**src/rtl/writeback_queue.sv**
```systemverilog
// Circular writeback queue between execute and the register file, with pending-write hazard
// detection. Define WRITEBACK_QUEUE_FORWARD_EN to add youngest-match forwarding outputs.
module writeback_queue #(
    parameter int unsigned DEPTH = 4
) (
    input  logic                     clk,
    input  logic                     rst,
    input  logic                     in_valid,
    output logic                     in_ready,
    input  logic [4:0]               in_addr,
    input  logic [31:0]              in_data,
    input  logic                     wr_hold,
    output logic                     wr_ena,
    output logic [4:0]               wr_addr,
    output logic [31:0]              wr_data,
    input  logic [4:0]               rd_addr0,
    input  logic [4:0]               rd_addr1,
    output logic                     hazard0,
    output logic                     hazard1,
`ifdef WRITEBACK_QUEUE_FORWARD_EN
    output logic [31:0]              fwd_data0,
    output logic [31:0]              fwd_data1,
`endif
    output logic [$clog2(DEPTH):0]   count
);

    localparam int unsigned PtrW = $clog2(DEPTH);
    localparam int unsigned CntW = PtrW + 1;

    logic [PtrW-1:0] head_q, head_d;
    logic [PtrW-1:0] tail_q, tail_d;
    logic [CntW-1:0] count_q, count_d;

    logic [4:0]  addr_mem [DEPTH];
    logic [31:0] data_mem [DEPTH];

    logic             push;
    logic             pop;
    logic [DEPTH-1:0] occupied;
    logic [DEPTH-1:0] match0;
    logic [DEPTH-1:0] match1;

    assign in_ready = (count_q < CntW'(DEPTH));
    // Zero-address requests are consumed but never stored.
    assign push     = in_valid && in_ready && (in_addr != 5'd0);
    assign pop      = wr_ena;

    assign wr_ena  = (count_q != '0) && !wr_hold;
    assign wr_addr = addr_mem[head_q];
    assign wr_data = data_mem[head_q];
    assign count   = count_q;

    always_comb begin
        head_d  = head_q;
        tail_d  = tail_q;
        count_d = count_q;
        if (push) begin
            tail_d = tail_q + PtrW'(1);
        end
        if (pop) begin
            head_d = head_q + PtrW'(1);
        end
        count_d = count_q + CntW'(push) - CntW'(pop);
    end

    always_ff @(posedge clk or negedge rst) begin
        if (!rst) begin
            head_q  <= '0;
            tail_q  <= '0;
            count_q <= '0;
        end else begin
            head_q  <= head_d;
            tail_q  <= tail_d;
            count_q <= count_d;
        end
    end

    // Storage is deliberately left unreset; occupancy is tracked by the pointers and count.
    always_ff @(posedge clk) begin
        if (push) begin
            addr_mem[tail_q] <= in_addr;
            data_mem[tail_q] <= in_data;
        end
    end

    // A slot is live when its distance from head is below count.
    always_comb begin
        occupied = '0;
        match0   = '0;
        match1   = '0;
        for (int unsigned i = 0; i < DEPTH; i++) begin
            logic [PtrW-1:0] offset;
            offset      = PtrW'(i) - head_q;
            occupied[i] = ({1'b0, offset} < count_q);
            match0[i]   = occupied[i] && (addr_mem[i] == rd_addr0);
            match1[i]   = occupied[i] && (addr_mem[i] == rd_addr1);
        end
    end

    assign hazard0 = (rd_addr0 != 5'd0) && (|match0);
    assign hazard1 = (rd_addr1 != 5'd0) && (|match1);

`ifdef WRITEBACK_QUEUE_FORWARD_EN
    // Walk from head towards tail so the youngest matching entry wins.
    always_comb begin
        fwd_data0 = '0;
        fwd_data1 = '0;
        for (int unsigned k = 0; k < DEPTH; k++) begin
            logic [PtrW-1:0] idx;
            idx = head_q + PtrW'(k);
            if (match0[idx]) begin
                fwd_data0 = data_mem[idx];
            end
            if (match1[idx]) begin
                fwd_data1 = data_mem[idx];
            end
        end
    end
`endif

endmodule

```
**config.mk**
```make
export PLATFORM = sky130hd
export DESIGN_NAME = writeback_queue
export DESIGN_NICKNAME = d
export VERILOG_FILES = /design/src/rtl/writeback_queue.sv
export SDC_FILE = /design/constraint.sdc
export NUM_CORES = 1
export LEC_CHECK = 0
export ABC_AREA = 1
export BUFFER_PORTS_ARGS = -buffer_cell sky130_fd_sc_hd__buf_2
export CORE_MARGIN = 4
export CORE_UTILIZATION = 30
export DETAILED_ROUTE_END_ITERATION = 12
export PLACE_DENSITY_LB_ADDON = 0.12
export SLEW_MARGIN = 15
export SYNTH_ARGS = -nofsm -noshare
export SYNTH_HDL_FRONTEND = slang
export SYNTH_SLANG_ARGS = --single-unit
```
**constraint.sdc**
```tcl
create_clock -name clk -period 2.6 [get_ports clk]
set_input_delay 0.13 -clock clk [delete_from_list [all_inputs] [get_ports clk]]
set_output_delay 0.13 -clock clk [all_outputs]
set_load 0.005 [all_outputs]
```
==> results.toml, run 1 <==
[status]
status = "complete, no violations"

[synth]
ys_seq_area_share_pct = 70.65
syn_inst = 509
avgSynthCellArea_sq_um = 12.85
ys_types = 29
netlist_area_sq_um = 6539
syn-num-nets = 571
synth_top_area_share_pct = 67.97
yosysTopAreaCell = "edfxtp_1"
synth_area_leaders = "edfxtp_1 68%, nand3_1 5.4%, nand2_1 5.4%"
yosys_warnings = 0
ys_ff_latch = 155

[floorplanning]
die_height_microns = 155.6
design.core.area_sq_um = 21220
initial_utilization_pct = 30.81
fp-row-count = 53
die_w_microns = 155.6
die_area_sq_um = 24220
ioPinCount = 95

[sta]
tightest_slew_ns = 0.5371
slew_violations = 0
hold_violations = 0
rsz0062_at_grt = "no"
final-setup-viol-count = 0
setup_tns_ns = 0
fmax_mhz = 437.6
period_minus_slack_ns = 2.285
fin_crit_sh_pct = 87.89
max_slew_margin_pct = 64.19
clock-skew-final_ns = 0.007387

[global_routing]
grt_use_total_pct = 13.70
grt_max_degree = 38
grt_pass1_vias = 4451
antenna_found_initial = 0
overflow = 0
grt_pass1_wl_mm = 25.17

[worst_setup_path]
required_ns = 2.47
cp-startpoint = "head_q[1]$_DFFE_PN0P_"
critPathMaxFanout = 6
crit_type = "reg -> out"
rr_startpoint = "count[2]$_DFF_PN0_"
cp-start-kind = "flip-flop"
endpoint_kind = "output port"
cp.arrival_ns = 2.16

[detailed_routing]
first_iter_violations = 176
vias_per_cell = 4.645
avgRoutedWirePerCell_microns = 17.32
dr.pass1.iters = 5
wl_mm = 16.26
drtAntennaViolNets = 0
drc = 0
num_vias = 4362

[power]
power.density_nw_per_um2 = 1042
ir_drop_mv = 0.4310
p_total_mw = 8.746
p_leak_nw = 3.234

[layout]
fin_area_sq_um = 8391
fin_cells = 939
fin_nets = 713
n_antenna_cell = 0
final_common_cell = "edfxtp_1"
mostFrequentLayoutCells = "148 x edfxtp_1, 94 x nand2_1, 94 x buf_2"
layout-drive-gt1-share_pct = 23.49
area_delta_synth_final_pct = 28.32

[clock_tree]
cts_tree = "yes"
clock-root-buffer = "clkbuf_16"
cts_made_buffers = 17
clk_pin_slew_worst_paths_ns = 0.07
clock_latency_ns = 0.42
cts_max_path_buffers = 2
cts_resized = 0
htreeDepth = 4
cts.sinks = 155

[place]
dp_hpwl_mm = 10.25
place_congestion = 0.9029
dpl_cell_area_sq_um = 7412
dp.cells = 869
io_buffers = 94

[worst_hold_path]
min_path_type = "in -> async"

[job]
maxCapViolations = 0
-- what timing repair did --
item                                   4_1_cts  5_1_grt
setup buffers                                0        0
hold buffers                                38        0
endpoints found under the hold margin      155        0
-- cell families (layout without fill, tap and decap cells) --
family	after synthesis	after routing	synth area share (%)
xor+xnor	32	32	4.286
fa+ha+maj	11	11	2.220
flops	155	155	70.65
compound gates	44	44	4.975
buf+inv	57	212	3.865
simple gates	210	210	14.01
-- worst max-delay path: stages (launching register included) --
cell	delay, ns
dfrtp_2	0.47
nor2_4	0.11
inv_2	0.07
nand2_1	0.08
inv_1	0.06
ha_1	0.27
nand3_1	0.08
nand2_1	0.07
nor2_1	0.15
nand2_1	0.07
nand2_1	0.06
nor2_1	0.04
nor2_1	0.09
buf_2	0.12
-- through the flow --
step / setup slack [ns] / utilization (%) / hold slack (ns)
6_report: 0.3148 / 39.54 / 0.07419
5_1_grt: 0.09432 / 39.54 / 0.07383
4_1_cts: 0.2567 / 39.54 / 0.06635
3_5_place_dp: 0.5907 / 34.93 / -0.01749
3_3_place_gp: 0.6314 / 34.93 / -0.02254
2_1_floorplan: -0.2431 / - / -0.1656
-- routing by layer --
| layer | vias up | global-route usage, % | part of all wire, % |
|---|---|---|---|
| met2 | 124 | 23.34 | 49 |
| met4 | 0 | 3.793 | 1.4 |
| met3 | 22 | 4.189 | 6.1 |
| li1 | 2101 | - | - |
| met5 | - | 0 | 0 |
| met1 | 2115 | 16.93 | 44 |
-- synthesized netlist by cell type --
library cell and n:
buf_2 11, xor2_1 15, clkbuf_2 2, dfrtp_1 7, a21oi_1 2, o21ai_0 1
fa_1 1, nand2_1 94, ha_1 10, nand2_2 2, nor2_2 1, o221ai_1 2
a22oi_1 37, buf_6 1, nand3_2 1, clkbuf_1 6, nor2_4 1, a31oi_1 1
xnor2_1 17, nand4_1 5, nand3_1 71, nor3_1 2, a21oi_2 1, buf_4 4
edfxtp_1 148, nor4_1 1, inv_1 29, inv_2 4, nor2_1 32
-- power breakdown --
| group | total, mW | internal [mW] | switching [mW] |
|---|---|---|---|
| Sequential | 3.30 | 3.14 | 0.164 |
| Combinational | 2.95 | 1.09 | 1.87 |
| Clock | 2.49 | 1.45 | 1.04 |
-- sequential cells by signal, summed over array words and instances, names as in the netlist --
signal / count
head_q: 2
tail_q: 2
addr_mem: 20
data_mem: 128
count: 3
-- final timing paths --
check / cells after the start / slack [ns] / to
max: 13 / 0.31 / hazard0
min: 2 / 0.07 / count[2]$_DFF_PN0_
max reg2reg: 9 / 0.60 / count[2]$_DFF_PN0_
min reg2reg: 1 / 0.60 / count[0]$_DFF_PN0_
max in group asynchronous: 2 / 2.34 / head_q[0]$_DFFE_PN0P_
min in group clk: 5 / 0.13 / head_q[1]$_DFFE_PN0P_
-- final cells by class --
| class | count | area [sq um] |
|---|---|---|
| Inverter | 33 | 123.9 |
| Timing Repair Buffer | 147 | 1001 |
| Clock inverter | 15 | 172.7 |
| Clock buffer | 17 | 425.4 |
| Fill cell | 2029 | 12830 |
| Tap cell | 275 | 344.1 |
| Multi-Input combinational cell | 297 | 1702 |
| Sequential cell | 155 | 4622 |
No activity file was read; power rests on OpenSTA's default activity.
==> run 2, diff against run 1 <==
Settings changed: CORE_ASPECT_RATIO from default to 1.2.
==> run 2 against run 1 <==
Net effect: sequential cell count did not move; final cell count shrank 0.53%; register-to-register slack worse by 0.03 ns; global-route usage rose by 0.61 points; sequential power increased by 2%; cell area hardly changed; clock-buffer cell count rose by 1; utilization about the same; sequential share of layout area about the same; combinational power about the same; via count down 0.25%; clock power about the same; critical path type unchanged; critical endpoint unchanged.
==> results.toml, run 2 (synthesized netlist as in run 1, its figures left out) <==
[status]
status = "complete, no violations"

[layout]
final_core_util_pct = 39.58
fin_area_sq_um = 8388
top_register = "data_mem"
n_antenna_cell = 0
fin_nets = 714
largest_reg_flops = 128
mostFrequentLayoutCells = "148 x edfxtp_1, 94 x nand2_1, 94 x buf_2"
final_common_cell = "edfxtp_1"
layout-drive-gt1-share_pct = 23.64
fill_cells = 2086
fin_cells = 934
area_delta_synth_final_pct = 28.28

[place]
pre_cts_slack_ns = 0.5339
dp.cells = 865
dpl_cell_area_sq_um = 7401
place_congestion = 0.8183
dp_hpwl_mm = 10.54
io_buffers = 94

[power]
ir_drop_mv = 0.5561
p_total_mw = 8.798
power.density_nw_per_um2 = 1049
p_leak_nw = 3.220

[worst_hold_path]
min_path_type = "in -> async"

[sta]
max_slew_margin_pct = 64.13
hold_violations = 0
tightest_slew_ns = 0.5381
fin_crit_sh_pct = 90.85
setup_ws_ns = 0.2379
clock-skew-final_ns = 0.008116
whs_ns = 0.08932
period_minus_slack_ns = 2.362
setup_tns_ns = 0
slew_violations = 0
final-setup-viol-count = 0
fmax_mhz = 423.4
rsz0062_at_grt = "no"

[worst_setup_path]
critPathMaxFanout = 16
r2r_slack_ns = 0.57
cp.arrival_ns = 2.23
cp-startpoint = "head_q[1]$_DFFE_PN0P_"
endpoint_kind = "output port"
rr_worst_depth = 9
r2r-end = "count[2]$_DFF_PN0_"
cp-start-kind = "flip-flop"
rr_startpoint = "count[2]$_DFF_PN0_"
required_ns = 2.47
crit_type = "reg -> out"

[clock_tree]
cts_setup_buffers = 0
cts_tree = "yes"
clock-root-buffer = "clkbuf_16"
cts_made_buffers = 17
clock_latency_ns = 0.42
cts_max_path_buffers = 2
htreeDepth = 4
cts.sinks = 155
clk_pin_slew_worst_paths_ns = 0.06

[global_routing]
grt_pass1_vias = 4548
grt_pass1_wl_mm = 25.94
overflow = 0
grt_max_degree = 36
grt_use_total_pct = 14.31
antenna_found_initial = 0

[floorplanning]
design.core.area_sq_um = 21190
ioPinCount = 95
initial_utilization_pct = 30.86
die_height_microns = 169.7
fp-row-count = 58
die_w_microns = 142.8
die_area_sq_um = 24230

[detailed_routing]
drtAntennaViolNets = 0
wl_mm = 16.64
drc = 0
dr.pass1.iters = 4
first_iter_violations = 184
vias_per_cell = 4.658
num_vias = 4351
avgRoutedWirePerCell_microns = 17.81

[job]
maxCapViolations = 0
## run 2: layout make-up
type / count / area, sq um / share of cell area [%]
well taps: 270 / 337.8 / 4.027
multi-input cells: 297 / 1708 / 20.36
clock inverters: 13 / 168.9 / 2.014
clock buffers: 18 / 429.2 / 5.116
flip-flops and latches: 155 / 4624 / 55.13
repair buffers: 148 / 996.0 / 11.87
inverters: 33 / 123.9 / 1.477
## run 2: worst max-delay path, stage by stage (launching register included)
cell     delay, ns
dfrtp_4       0.60
nor2_4        0.13
inv_2         0.05
nand2_1       0.07
inv_1         0.06
ha_1          0.26
nand3_1       0.08
nand2_1       0.11
nor2_1        0.06
nand2_1       0.06
nand2_1       0.04
nor2_1        0.11
nor2_1        0.05
buf_2         0.13
## run 2: power breakdown
part           total [mW]  switching (mW)  internal (mW)
Combinational        2.96            1.86           1.10
Sequential           3.36           0.212           3.14
Clock                2.49           0.975           1.51
Total                8.80            3.05           5.75
## run 2: how the worst max path moves through the flow
stage | endpoint | slack, ns | cells past startpoint
final | hazard0 | 0.24 | 13
after global routing | hazard0 | 0.06 | 13
after floorplan | addr_mem[0][0]$_DFFE_PP_ | -0.24 | 3
after CTS | hazard0 | 0.17 | 12
after global placement | count[2]$_DFF_PN0_ | 0.57 | 11
after detailed placement | count[2]$_DFF_PN0_ | 0.53 | 11
## run 2: per-layer routing
layer	GRT usage [%]	vias up	routed length, microns
met5	0	-	0
met4	5.002	0	306
met3	3.213	21	666
met2	24.39	95	8349
met1	17.88	2129	7317
li1	-	2106	-
## run 2: repair_timing
action                                  4_1_cts  5_1_grt
hold endpoints to repair                    155        0
resized for setup                             0        2
endpoints found under the setup margin        0        2
hold buffers                                 38        0
==> run 3, diff against run 2 <==
Settings changed: ABC_AREA 1 to default.
==> run 3 against run 2 <==
Net effect: combinational power shrank 14%; via count down 22%; clock skew fell by 0.0021 ns; wire length shrank 18%; total power shrank 6.0%; fmax shrank 4.2%; clock power shrank 3%; utilization down 0.36 points; worst setup slack got worse by 0.10 ns; critical path type unchanged; critical endpoint is now hazard1.
==> results.toml, run 3 <==
[floorplanning]
design.core.area_sq_um = 20970
die_w_microns = 141.5
fp-row-count = 58
initial_utilization_pct = 30.57
die_height_microns = 168.1
ioPinCount = 95
die_area_sq_um = 23780

[layout]
fin_cells = 749
final_common_cell = "edfxtp_1"
layout-drive-gt1-share_pct = 38.62
n_antenna_cell = 0
area_delta_synth_final_pct = 28.30
top_register = "data_mem"
mostFrequentLayoutCells = "148 x edfxtp_1, 94 x buf_2, 38 x dlygate4sd3_1"
fin_nets = 529
largest_reg_flops = 128

[power]
p_leak_nw = 2.893
seqPwrFrac_pct = 40.0
clock_power_share_pct = 29.2
internal_power_mw = 5.913
combPwrFrac_pct = 30.8
ir_drop_mv = 0.5843
netSwitchingPower_mw = 2.357
power.density_nw_per_um2 = 1005
p_total_mw = 8.270
switching_share_pct = 28.50

[global_routing]
grt_pass1_wl_mm = 21.56
grt_max_degree = 43
antenna_found_initial = 0
grt_pass1_vias = 3837
overflow = 0
grt_use_total_pct = 12.22

[synth]
ys_seq_area_share_pct = 72.05
syn-num-nets = 384
synthSimpleGateAreaFrac_pct = 2.947
syn_inst = 322
synth_top_area_share_pct = 69.32
netlist_area_sq_um = 6411
synth_area_leaders = "edfxtp_1 69%, mux4_2 13%, xnor2_1 3.8%"
synth_top_family_by_area = "multiplexers"
yosys.area_share.adder_pct = 2.264
ys_types = 28
synth_ff_type = "edfxtp_1"
yosysMostFrequentCell = "edfxtp_1"
ys_ff_latch = 155
synth_xor_area_share_pct = 6.284
synth_compound_area_share_pct = 1.269
yosysTopAreaCell = "edfxtp_1"
synth_edf_count = 148
async_reset_ff_share_pct = 4.516
avgSynthCellArea_sq_um = 19.91
yosys_warnings = 0
synth_mux_area_share_pct = 13.00
synth.top_cells.by_count = "148 x edfxtp_1, 37 x mux4_2, 28 x xnor2_1"

[detailed_routing]
vias_per_cell = 4.539
avgRoutedWirePerCell_microns = 18.23
first_iter_violations = 58
drtAntennaViolNets = 0
dr.pass1.iters = 4
drc = 0
num_vias = 3400
wl_mm = 13.66

[worst_hold_path]
min_path_type = "in -> reg"
hold_start = "wr_hold"
min_delay_path_depth = 3
min_to = "head_q[0]$_DFFE_PN0P_"

[worst_setup_path]
endpoint_kind = "output port"
rr_startpoint = "count[2]$_DFF_PN0_"
r2r_slack_ns = 0.44
critical-path-slowest-cell = "dfrtp_2"
crit_type = "reg -> out"
critPathMaxFanout = 4
cp_top_family = "compound AO/OA/AOI/OAI gates"
cpMostUsedCell = "nor4_1"
cp.arrival_ns = 2.34
cp-start-kind = "flip-flop"
r2r-end = "count[2]$_DFF_PN0_"
crit_chain = "buf_4 -> inv_1 -> ha_1 -> a21boi_1 -> o21a_1 -> nor4_1 -> nor4_1 -> a21oi_1 -> buf_2"
crit_buf_inv = 3
cp_slowest_stage_delay_ns = 0.43
required_ns = 2.47
rr_worst_depth = 9

[sta]
hold_violations = 0
clock-skew-final_ns = 0.006026
setup_tns_ns = 0
slew_violations = 0
rsz0062_at_grt = "no"
fmax_mhz = 405.4
max_slew_margin_pct = 65.24
fin_crit_sh_pct = 94.87
tightest_slew_ns = 0.5214
final-setup-viol-count = 0
period_minus_slack_ns = 2.467
setup_ws_ns = 0.1334

[clock_tree]
htreeDepth = 4
clk_pin_slew_worst_paths_ns = 0.06
clock_latency_ns = 0.41
cts_max_path_buffers = 2
cts.sinks = 155
cts_tree = "yes"
cts_made_buffers = 17
clock-root-buffer = "clkbuf_16"

[job]
maxCapViolations = 0

[place]
dp_hpwl_mm = 9.053
io_buffers = 94
pre_cts_slack_ns = 0.2295
place_congestion = 0.8666
dp.cells = 677

[status]
status = "complete, no violations"
## run 3: cell count changes after synthesis, moves of 20 or more
cell	delta
nand2_1	-92
inv_1	-20
a22oi_1	-37
nand3_1	-63
nor2_1	-29
mux4_2	+37
## run 3: how the worst max path moves through the flow
stage	to	cells past startpoint	from	slack [ns]
3_5_place_dp	count[2]$_DFF_PN0_	11	in_addr[1]	0.23
5_1_grt	hazard0	9	head_q[0]$_DFFE_PN0P_	0.001
3_3_place_gp	count[2]$_DFF_PN0_	11	in_addr[1]	0.25
6_report	hazard1	9	head_q[1]$_DFFE_PN0P_	0.13
2_1_floorplan	addr_mem[0][0]$_DFFE_PP_	3	count[2]$_DFF_PN0_	0.51
4_1_cts	hazard1	9	head_q[1]$_DFFE_PN0P_	0.04
## run 3: tightest hold or removal path: cells and delay by family
family / cells / cell delay [ns]
xor gates and xnor gates: 1 / 0.13
buffers and inverters: 1 / 0.08
and+or+nand+nor: 1 / 0.09
## run 3: cell families (layout without fill, tap and decap cells)
logic type               count (synthesis)  after routing
flip-flops                             155            155
buffers and inverters                   29            186
multiplexers                            37             37
adder cells (fa/ha/maj)                 11             11
XOR/XNOR                                46             46
AND/OR/NAND/NOR                         34             34
AO/OA/AOI/OAI                           10             10
## run 3: per-layer routing
| metal | vias up | share of wire, % | track usage (%) |
|---|---|---|---|
| met4 | 0 | 1.6 | 4.508 |
| met5 | - | 0 | 0 |
| met3 | 19 | 6.0 | 4.460 |
| li1 | 1554 | - | - |
| met1 | 1726 | 40 | 13.88 |
| met2 | 101 | 53 | 21.07 |
## run 3: what timing repair did
| item | CTS | global route |
|---|---|---|
| hold buffers | 38 | 0 |
| resized for setup | 0 | 3 |
| endpoints found under the hold margin | 155 | 0 |
| buffers inserted | 0 | 3 |
| setup endpoints to repair | 0 | 2 |
## run 3: per-stage QoR
step,util [%],area (sq um),hold slack (ns)
floorplan,-,6411,-0.1656
global placement,34.46,7227,-0.02714
detailed placement,34.46,7227,-0.02687
CTS,39.04,8188,0.04419
global route,39.22,8225,0.08414
finish,39.22,8225,0.06763
## run 3: layout make-up
type | count | area [sq um]
Tap cell | 270 | 337.8
Timing Repair Buffer | 145 | 973.4
Clock buffer | 18 | 429.2
Multi-Input combinational cell | 138 | 1670
Sequential cell | 155 | 4626
Inverter | 10 | 37.54
Clock inverter | 13 | 151.4
Fill cell | 1915 | 12750
## run 3: power groups by stage
stage	sequential [mW]	combinational, mW	clock [mW]
2_1_floorplan	3.31	1.59	0
5_1_grt	3.35	2.85	2.63
6_report	3.31	2.54	2.41
3_3_place_gp	3.38	2.52	0
3_5_place_dp	3.39	2.53	0
4_1_cts	3.34	2.58	2.50
